**config.mk**
```make
export PLATFORM = sky130hd
export DESIGN_NAME = mem_arbiter_flat
export DESIGN_NICKNAME = d
export VERILOG_FILES = /design/src/rtl/mem_arbiter_if.sv /design/src/rtl/mem_arbiter.sv /design/src/flat_wrapper.sv
export SDC_FILE = /design/constraint.sdc
export NUM_CORES = 1
export LEC_CHECK = 0
export BUFFER_PORTS_ARGS = -buffer_cell sky130_fd_sc_hd__buf_2
export CORE_AREA = 2 2 122 65
export DETAILED_ROUTE_END_ITERATION = 7
export DIE_AREA = 0 0 124 67
export SYNTH_ARGS = -nofsm -noshare
export SYNTH_HDL_FRONTEND = slang
export SYNTH_SLANG_ARGS = --single-unit
export TNS_END_PERCENT = 30
```
**constraint.sdc**
```tcl
create_clock -name clk -period 1.7 [get_ports clk]
set_input_delay 0.255 -clock clk [delete_from_list [all_inputs] [get_ports clk]]
set_output_delay 0.255 -clock clk [all_outputs]
set_load 0.1 [all_outputs]
```
**src/rtl/mem_arbiter_if.sv**
```systemverilog
// Memory arbiter bus bundle.
// Groups the three requester channels (fetch, exec, dbg), the memory-side
// bus (addr/data_out/we/data_in) and the arbiter status outputs
// (rdata, per-requester ready, one-hot grant {dbg, exec, fetch}).
//   master : requesters and memory model (drive requests and data_in)
//   slave  : the arbiter (drives the bus and the status outputs)
interface mem_arbiter_if;
  logic       fetch_req;
  logic [7:0] fetch_addr;
  logic       exec_req;
  logic [7:0] exec_addr;
  logic       exec_we;
  logic [7:0] exec_wdata;
  logic       dbg_req;
  logic [7:0] dbg_addr;
  logic       dbg_we;
  logic [7:0] dbg_wdata;
  logic [7:0] data_in;
  logic [7:0] addr;
  logic [7:0] data_out;
  logic       we;
  logic [7:0] rdata;
  logic       fetch_ready;
  logic       exec_ready;
  logic       dbg_ready;
  logic [2:0] grant;

  modport master (
    output fetch_req, fetch_addr,
    output exec_req, exec_addr, exec_we, exec_wdata,
    output dbg_req, dbg_addr, dbg_we, dbg_wdata,
    output data_in,
    input  addr, data_out, we, rdata,
    input  fetch_ready, exec_ready, dbg_ready, grant
  );

  modport slave (
    input  fetch_req, fetch_addr,
    input  exec_req, exec_addr, exec_we, exec_wdata,
    input  dbg_req, dbg_addr, dbg_we, dbg_wdata,
    input  data_in,
    output addr, data_out, we, rdata,
    output fetch_ready, exec_ready, dbg_ready, grant
  );
endinterface

```
**src/rtl/mem_arbiter.sv**
```systemverilog
// Three-requester round-robin arbiter and access sequencer for the 8-bit
// memory bus (fetch, execute, debug/loader).
// Ports:
//   clk  - clock, rising edge
//   rst  - synchronous, active-high reset
//   bus  - mem_arbiter_if.slave: requester channels, memory bus, rdata,
//          per-requester ready and one-hot grant {dbg, exec, fetch}
// Each access holds the bus for WAIT_STATES+1 cycles, then raises the
// owner's ready until the owner drops its request.
//
// state  | meaning
// IDLE   | no owner; arbitrate among pending requests
// ACCESS | bus driven for the owner; wait counter runs
// DONE   | owner's ready high; waiting for the owner to drop req
module mem_arbiter #(
  parameter int WAIT_STATES = 1
) (
  input logic          clk,
  input logic          rst,
  mem_arbiter_if.slave bus
);

  localparam logic [2:0] WS = 3'(WAIT_STATES);

  typedef enum logic [1:0] {IDLE, ACCESS, DONE} state_e;

  state_e     state_q, state_d;
  logic [2:0] cnt_q, cnt_d;
  logic [2:0] last_q, last_d;
  logic [2:0] grant_q, grant_d;
  logic [2:0] ready_q, ready_d;
  logic [7:0] addr_q, addr_d;
  logic [7:0] data_out_q, data_out_d;
  logic [7:0] rdata_q, rdata_d;
  logic       we_q, we_d;

  logic [2:0] req_vec;
  logic [2:0] pick;

  assign req_vec = {bus.dbg_req, bus.exec_req, bus.fetch_req};

  // Round-robin: search starts at the requester after the last owner.
  always_comb begin
    pick = 3'b000;
    case (last_q)
      3'b001: begin
        if      (req_vec[1]) pick = 3'b010;
        else if (req_vec[2]) pick = 3'b100;
        else if (req_vec[0]) pick = 3'b001;
      end
      3'b010: begin
        if      (req_vec[2]) pick = 3'b100;
        else if (req_vec[0]) pick = 3'b001;
        else if (req_vec[1]) pick = 3'b010;
      end
      default: begin
        if      (req_vec[0]) pick = 3'b001;
        else if (req_vec[1]) pick = 3'b010;
        else if (req_vec[2]) pick = 3'b100;
      end
    endcase
  end

  always_comb begin
    state_d    = state_q;
    cnt_d      = cnt_q;
    last_d     = last_q;
    grant_d    = grant_q;
    ready_d    = ready_q;
    addr_d     = addr_q;
    data_out_d = data_out_q;
    rdata_d    = rdata_q;
    we_d       = we_q;

    case (state_q)
      IDLE: begin
        if (|req_vec) begin
          grant_d = pick;
          last_d  = pick;
          cnt_d   = 3'd0;
          state_d = ACCESS;
          case (pick)
            3'b001: begin
              // Fetch is read-only: nothing to drive on the write path.
              addr_d     = bus.fetch_addr;
              data_out_d = 8'h00;
              we_d       = 1'b0;
            end
            3'b010: begin
              addr_d     = bus.exec_addr;
              data_out_d = bus.exec_wdata;
              we_d       = bus.exec_we;
            end
            default: begin
              addr_d     = bus.dbg_addr;
              data_out_d = bus.dbg_wdata;
              we_d       = bus.dbg_we;
            end
          endcase
        end else begin
          grant_d = 3'b000;
          we_d    = 1'b0;
          ready_d = 3'b000;
        end
      end
      ACCESS: begin
        if (cnt_q < WS) begin
          cnt_d = cnt_q + 3'd1;
        end else begin
          // Read data is captured on writes too; harmless and keeps rdata simple.
          rdata_d = bus.data_in;
          ready_d = grant_q;
          we_d    = 1'b0;
          state_d = DONE;
        end
      end
      DONE: begin
        if (!(|(grant_q & req_vec))) begin
          ready_d = 3'b000;
          grant_d = 3'b000;
          state_d = IDLE;
        end
      end
      default: state_d = IDLE;
    endcase
  end

  always_ff @(posedge clk) begin
    if (rst) begin
      state_q    <= IDLE;
      cnt_q      <= 3'd0;
      last_q     <= 3'b100;
      grant_q    <= 3'b000;
      ready_q    <= 3'b000;
      addr_q     <= 8'h00;
      data_out_q <= 8'h00;
      rdata_q    <= 8'h00;
      we_q       <= 1'b0;
    end else begin
      state_q    <= state_d;
      cnt_q      <= cnt_d;
      last_q     <= last_d;
      grant_q    <= grant_d;
      ready_q    <= ready_d;
      addr_q     <= addr_d;
      data_out_q <= data_out_d;
      rdata_q    <= rdata_d;
      we_q       <= we_d;
    end
  end

  assign bus.addr        = addr_q;
  assign bus.data_out    = data_out_q;
  assign bus.we          = we_q;
  assign bus.rdata       = rdata_q;
  assign bus.grant       = grant_q;
  assign bus.fetch_ready = ready_q[0];
  assign bus.exec_ready  = ready_q[1];
  assign bus.dbg_ready   = ready_q[2];

endmodule

```
**src/flat_wrapper.sv**
```systemverilog
// flat-port wrapper written by rule: the top's interface ports become plain ports
module mem_arbiter_flat 
#(
  parameter int WAIT_STATES = 1
)
  (clk, rst, bus_fetch_req, bus_fetch_addr, bus_exec_req, bus_exec_addr, bus_exec_we, bus_exec_wdata, bus_dbg_req, bus_dbg_addr, bus_dbg_we, bus_dbg_wdata, bus_data_in, bus_addr, bus_data_out, bus_we, bus_rdata, bus_fetch_ready, bus_exec_ready, bus_dbg_ready, bus_grant);
  mem_arbiter_if bus_i ();
  input logic clk;
  input logic rst;
  input wire logic [$bits(bus_i.fetch_req)-1:0] bus_fetch_req;
  input wire logic [$bits(bus_i.fetch_addr)-1:0] bus_fetch_addr;
  input wire logic [$bits(bus_i.exec_req)-1:0] bus_exec_req;
  input wire logic [$bits(bus_i.exec_addr)-1:0] bus_exec_addr;
  input wire logic [$bits(bus_i.exec_we)-1:0] bus_exec_we;
  input wire logic [$bits(bus_i.exec_wdata)-1:0] bus_exec_wdata;
  input wire logic [$bits(bus_i.dbg_req)-1:0] bus_dbg_req;
  input wire logic [$bits(bus_i.dbg_addr)-1:0] bus_dbg_addr;
  input wire logic [$bits(bus_i.dbg_we)-1:0] bus_dbg_we;
  input wire logic [$bits(bus_i.dbg_wdata)-1:0] bus_dbg_wdata;
  input wire logic [$bits(bus_i.data_in)-1:0] bus_data_in;
  output wire logic [$bits(bus_i.addr)-1:0] bus_addr;
  output wire logic [$bits(bus_i.data_out)-1:0] bus_data_out;
  output wire logic [$bits(bus_i.we)-1:0] bus_we;
  output wire logic [$bits(bus_i.rdata)-1:0] bus_rdata;
  output wire logic [$bits(bus_i.fetch_ready)-1:0] bus_fetch_ready;
  output wire logic [$bits(bus_i.exec_ready)-1:0] bus_exec_ready;
  output wire logic [$bits(bus_i.dbg_ready)-1:0] bus_dbg_ready;
  output wire logic [$bits(bus_i.grant)-1:0] bus_grant;
  assign bus_i.fetch_req = bus_fetch_req;
  assign bus_i.fetch_addr = bus_fetch_addr;
  assign bus_i.exec_req = bus_exec_req;
  assign bus_i.exec_addr = bus_exec_addr;
  assign bus_i.exec_we = bus_exec_we;
  assign bus_i.exec_wdata = bus_exec_wdata;
  assign bus_i.dbg_req = bus_dbg_req;
  assign bus_i.dbg_addr = bus_dbg_addr;
  assign bus_i.dbg_we = bus_dbg_we;
  assign bus_i.dbg_wdata = bus_dbg_wdata;
  assign bus_i.data_in = bus_data_in;
  assign bus_addr = bus_i.addr;
  assign bus_data_out = bus_i.data_out;
  assign bus_we = bus_i.we;
  assign bus_rdata = bus_i.rdata;
  assign bus_fetch_ready = bus_i.fetch_ready;
  assign bus_exec_ready = bus_i.exec_ready;
  assign bus_dbg_ready = bus_i.dbg_ready;
  assign bus_grant = bus_i.grant;
  mem_arbiter #(.WAIT_STATES(WAIT_STATES)) u_core (.clk(clk), .rst(rst), .bus(bus_i));
endmodule
```
### Word level (Yosys, flattened, before mapping)

Index checks and enable logic that the tools add are counted.

| operators by class | value |
|---|---|
| multiplexer cells | 29 |
| order comparisons | 1 |
| $mul | 0 |
| bitwise operators | 2 |
| reduce and logical (&&, ||, !) cells | 13 |
| add/subtract/negate cells | 1 |
| shift operators | 0 |
| div/mod/pow operators | 0 |
| equal/unequal tests | 11 |

Operators by type and width:

| operator | number |
|---|---|
| two-way mux 3 bit | 13 |
| case mux 8 bit (2 select lines) | 2 |
| case mux 3 bit (2 select lines) | 3 |
| case mux 3 bit (3 select lines) | 1 |
| two-way mux 2 bit | 4 |
| AND reduction 2 bit | 4 |
| equality test 3 x 1 -> 1 bit (second input constant) | 2 |
| equality test 3 x 2 -> 1 bit (second input constant) | 2 |
| inequality test 2 bit (second input constant) | 3 |
| case mux 2 bit (3 select lines) | 1 |
| AND reduction 3 bit | 2 |
| OR reduction 3 bit | 2 |
| inequality test 2 x 1 -> 1 bit (second input constant) | 2 |
| case mux 1 bit (2 select lines) | 2 |
| AND reduction 4 bit | 1 |
| nonzero test 2 bit | 2 |
| adder 3 x 1 -> 3 bit (second input constant) | 1 |
| AND 3 bit | 1 |
| less-than comparator 3 x 1 -> 1 bit (second input constant) | 1 |
| two-way mux 1 bit | 3 |
| nonzero test 3 bit | 1 |
| equality test 2 x 1 -> 1 bit (second input constant) | 1 |
| equality test 2 bit (second input constant) | 1 |
| zero test 2 bit | 1 |
| NOT 1 bit | 1 |

| word-level totals | value |
|---|---|
| bits in registers | 39 |
| bits of input ports | 55 |
| memories | 0 |
| word-level logic and storage cells | 66 |
| memory bits (writable) | 0 |
| output and inout bits | 31 |
| bits in read-only memories | 0 |
| bits in latches | 0 |

### Logic depth before layout (Yosys ltp)

| logic depth | value |
|---|---|
| word-level depth | 8 |
| gate-level depth with buffers | 7 |
| gate-level depth less buffers | 4 |

### Least setup slack after synthesis

Ideal clock, no wire load.

| timing | value |
|---|---|
| path type | register -> register |
| start | register u_core.grant_q[2], in the netlist u_core.bus.grant[2] |
| end | register u_core.grant_q[0], in the netlist u_core.bus.grant[0] |
| period minus slack after synthesis | 1.864 ns |
| setup time | 0.071 ns |
| path slack | -0.164 ns |
| data arrival time | 1.793 ns |
| buffers on the path | 0 |
| stages on the path, launching flop included | 5 |
| cell sequence | dfxtp_1 > a222oi_1 > o21ai_0 > nand2_1 > a21oi_1 |

| between the ends | value |
|---|---|
| word-level cells in the longest chain between the ends | 4 |

RTL lines:

| item | RTL line | text |
|---|---|---|
| start, declared | mem_arbiter.sv:30 | `logic [2:0] grant_q, grant_d;` |
| start signal, assigned | mem_arbiter.sv:143 | `grant_q <= grant_d;` |
| AND 3 bit | mem_arbiter.sv:118 | `if (!(\|(grant_q & req_vec))) begin` |
| OR reduction 3 bit | mem_arbiter.sv:118 |  |
| inequality test 2 bit (no source line) | - |  |
| AND reduction 2 bit (no source line) | - |  |

Every way passes these cells.
A chain may end at the register's enable or synchronous reset.

### Worst setup path in the final report

| timing | value |
|---|---|
| start | register u_core.last_q[1] |
| end | register u_core.addr_q[3], in the netlist u_core.bus.addr[3] |

| between the ends | value |
|---|---|
| word-level cells in the longest chain between the ends | 4 |

RTL lines:

| item | RTL line | text |
|---|---|---|
| start, declared | mem_arbiter.sv:29 | `logic [2:0] last_q, last_d;` |
| start signal, assigned | mem_arbiter.sv:142 | `last_q <= last_d;` |
| equality test 3 x 2 -> 1 bit / equality test 3 x 1 -> 1 bit (equally long branches) | mem_arbiter.sv:45 | `case (last_q)` |
| case mux 3 bit (2 select lines) * | mem_arbiter.sv:45 |  |
| equality test 3 x 2 -> 1 bit / equality test 3 x 1 -> 1 bit (equally long branches) | mem_arbiter.sv:82 | `case (pick)` |
| case mux 8 bit (2 select lines) * | mem_arbiter.sv:82 |  |
| end signal, assigned | mem_arbiter.sv:145 | `addr_q <= addr_d;` |
| end, declared | mem_arbiter.sv:32 | `logic [7:0] addr_q, addr_d;` |

Mark *: on every way between the ends. The rest lies on a longest branch, timed or not.

==> key figures <==
Status
  – Status: completed

Worst setup path
  – Critical path depth: 4
  – Ordered list of cells on the worst path: nand2b_1 -> o311a_2 -> a221oi_1 -> a211oi_1
  – CP max stage delay: about 0.48 ns
  – Crit path max fanout: 9
  – Crit path arrival time: 1.78 ns
  – Worst reg-to-reg path cell count: 4
  – Max stage delay cell, worst path: o311a_2
  – Worst R2R Start: u_core.last_q[1]
  – FF-to-FF setup slack: approximately 0.045 ns
  – Critical R2R Capture: u_core.bus.addr[3]
  – CP top delay family: compound AO/OA/AOI/OAI gates
  – CP Launch Point: u_core.last_q[1]
  – WS Path Type: flip-flop to flip-flop
  – Crit path launch type: flip-flop
  – CP endpoint: u_core.bus.addr[3]
  – Buf/Inv on CP: 0
  – CP Data Required Time: about 1.8 ns
  – CP Capture Type: flip-flop

Place
  – I/O Buffers: 85
  – Placer Congestion: 0.786
  – Post-DP HPWL: about 3900 µm
  – Cell Area, Placed: ~2300 µm²

Synthesis
  – Warnings, synthesis: 0
  – Synth Instances: approximately 200
  – Netlist cell types: 33
  – Syn Area/Cell: a little under 9 µm²
  – Post-synthesis sequential area ratio: approximately 45%
  – Mapped Nets: approximately 250
  – Synthesized area: roughly 1700 µm²
  – #FFs+latches synth: 39

CTS
  – Clk sinks: 39
  – CTS buffer count: 5
  – Clock transition at path regs: roughly 0.060 ns
  – Skew-Pair Late Insertion Delay: approximately 0.28 ns
  – H-tree Lvls: 2
  – Root buffer cell: clkbuf_16
  – CTS tree: yes
  – Clock buffer depth: 2
  – # hold bufs at CTS: 0

Drt
  – Via count: ~1,800
  – 1st-pass router iterations: 5
  – DRT antenna net count: 0
  – DRC: 0
  – Drt total wl: roughly 5200 µm
  – Routed vias/inst: around 4.7
  – Iter 0 DRT Violations: 104
  – Wire length per cell: 13.6 µm

Power and ir drop
  – Power per cell area: roughly 1300 nW/µm²
  – P_leak: ~1.1 nW
  – VDD IR max: slightly below 500 µV
  – Design Power: ~0.0032 W

Layout
  – # diodes: 0
  – Fin area: 2520 µm²
  – Area grow syn2layout: 44.0%
  – # nets final: ~340
  – Share of cells above drive strength 1: 42.7%

Min path
  – Hold crit path type: input pin to flip-flop

Floorplan
  – Die Y: 67 µm
  – Die ar.: ~8300 µm²
  – IO Count: 86
  – Initial Util: 24.4%
  – Core Rows: 22
  – Die Span X: between 100 and 150 µm
  – Core area: 7160 µm²

STA
  – Tcrit/Tclk final: between 90 and 100%
  – Minimum clock period: approximately 1.7 ns
  – Slew Limit Fails: 0
  – RSZ-0062 raised after global routing: true
  – Hold Fails Final Rpt: 0
  – Worst-margin pin slew: 0.766 ns
  – Rel. slew slack: about 50%
  – Min Hold Slack: between 0.2 and 0.25 ns
  – Fmax: ~0.60 GHz
  – Final setup fails: 0
  – Clock Skews: 0.00735 ns

Global route
  – Total gr overflow: 0
  – Vias in the first global route: 1,635
  – Total track usage: around 13%
  – Pin count of the biggest net entering global routing: 40
  – First-pass GRT wire length: a little over 8000 µm
  – Antenna violations before repair: 0

Run
  – Max-cap viol count: 0
## cells in the mapped netlist
library cell | count | area (µm²)
o21ai_0 | 3 | 15.0
and2_0 | 1 | 6.26
nand4bb_1 | 2 | 22.5
dfxtp_1 | 39 | 781
ha_1 | 1 | 12.5
nor3_1 | 11 | 55.1
a21oi_1 | 14 | 70.1
or2_2 | 1 | 6.26
nand2_1 | 17 | 63.8
inv_1 | 3 | 11.3
a221oi_1 | 14 | 123
o211ai_2 | 2 | 25.0
buf_6 | 3 | 33.8
nor2b_1 | 1 | 6.26
a211oi_1 | 8 | 60.1
or3_1 | 2 | 12.5
nor2_1 | 34 | 128
mux2i_1 | 8 | 80.1
a22oi_1 | 2 | 15.0
nor2_2 | 1 | 6.26
a222oi_1 | 1 | 10.0
buf_4 | 2 | 15.0
o311a_1 | 1 | 10.0
nand4_1 | 3 | 18.8
clkbuf_2 | 1 | 5.00
nand2b_1 | 3 | 18.8
o31ai_1 | 3 | 22.5
clkbuf_1 | 4 | 15.0
o2111a_1 | 1 | 11.3
buf_2 | 5 | 25.0
a221oi_2 | 3 | 45.0
or3b_2 | 1 | 8.76
nor3_2 | 1 | 10.0
## sequential cells by signal, indices dropped and copies added (netlist names)
register	count
u_core.bus.addr	8
u_core.bus.data_out	8
u_core.bus.grant	3
u_core.bus.rdata	8
u_core.bus.we	1
u_core.cnt_q	3
u_core.last_q	3
u_core.ready_q	3
u_core.state_q	2
## cells by family (layout without fill, tap and decap cells)
kind of cell    count (synthesis)  count (layout)  share of synthesized area (%)
buf+inv                        18             110                           6.01
mux                             8               8                           4.58
flops                          39              39                           44.7
simple gates                   78              78                           20.8
compound gates                 52              52                           23.3
fa+ha+maj                       1               1                          0.716
## worst register-to-register path: stages (launching register included)
cell and delay [ns]:
dfxtp_1 0.36, nand2b_1 0.16, o311a_2 0.48, a221oi_1 0.38, a211oi_1 0.12
## repair_timing
| action | 4_1_cts | 5_1_grt |
|---|---|---|
| buffers inserted | 0 | 0 |
| gates resized for setup | 0 | 4 |
| endpoints found under the setup margin | 0 | 7 |
## final cells by class
class | count | area [µm²]
clock buffer | 5 | 125
sequential | 39 | 786
inverter | 3 | 11.3
tap | 96 | 120
multi-input combinational | 139 | 876
fill | 761 | 4640
clock inverter | 3 | 43.8
timing repair buffer | 99 | 556
## worst min path at each step
stage                     slack [ns]                   to  cells past startpoint                 from
after floorplan                 0.39     u_core.last_q[2]                      2          bus_dbg_req
after global placement          0.47    u_core.ready_q[2]                      2    u_core.ready_q[2]
after detailed placement        0.48  u_core.bus.grant[0]                      2  u_core.bus.grant[0]
after CTS                       0.21  u_core.bus.rdata[4]                      3       bus_data_in[4]
after global routing            0.22  u_core.bus.rdata[5]                      3       bus_data_in[5]
final                           0.21  u_core.bus.rdata[4]                      3       bus_data_in[4]
## metrics by stage
stage / util [%] / std cells / TNS [ns] / worst slack [ns]
finish: 35.2 / 384 / 0 / 0.0455
global route: 35.2 / 384 / -0.150 / -0.0351
CTS: 35.0 / 384 / 0 / 0.0333
detailed placement: 32.6 / 376 / 0 / 0.0416
global placement: 32.6 / 376 / 0 / 0.0584
floorplan: - / 196 / 0 / 0.104
## where the power goes
group | internal (W) | total (W) | switching, W | leakage, nW
sequential | 0.00100 | 0.00106 | 0.0000549 | 0.322
clock | 0.000692 | 0.00107 | 0.000375 | 0.0838
combinational | 0.000274 | 0.00105 | 0.000779 | 0.717
## placed cells by master, fill, tap and decap left out, drive strengths merged
master / n
nand2b: 3
nor2b: 1
nand4: 3
clkbuf: 5
or2: 1
or3b: 1
o31ai: 3
a22oi: 2
clkinv: 2
o21ai: 3
nand2: 17
a211oi: 8
a222oi: 1
a21oi: 14
nand4bb: 2
bufinv: 1
inv: 3
and2: 1
a221oi: 17
ha: 1
dfxtp: 39
nor2: 35
nor3: 12
mux2i: 8
o2111a: 1
o311a: 1
o211ai: 2
buf: 99
or3: 2
## routing by layer
layer | vias to the layer above | track usage, % | part of all wire [%]
met5 | - | 0 | 0
met4 | 0 | 2.53 | 0.44
met3 | 2 | 4.20 | 8.4
met2 | 62 | 19.0 | 38
met1 | 816 | 17.8 | 53
li1 | 906 | - | -
(Power assumes the default switching activity.)
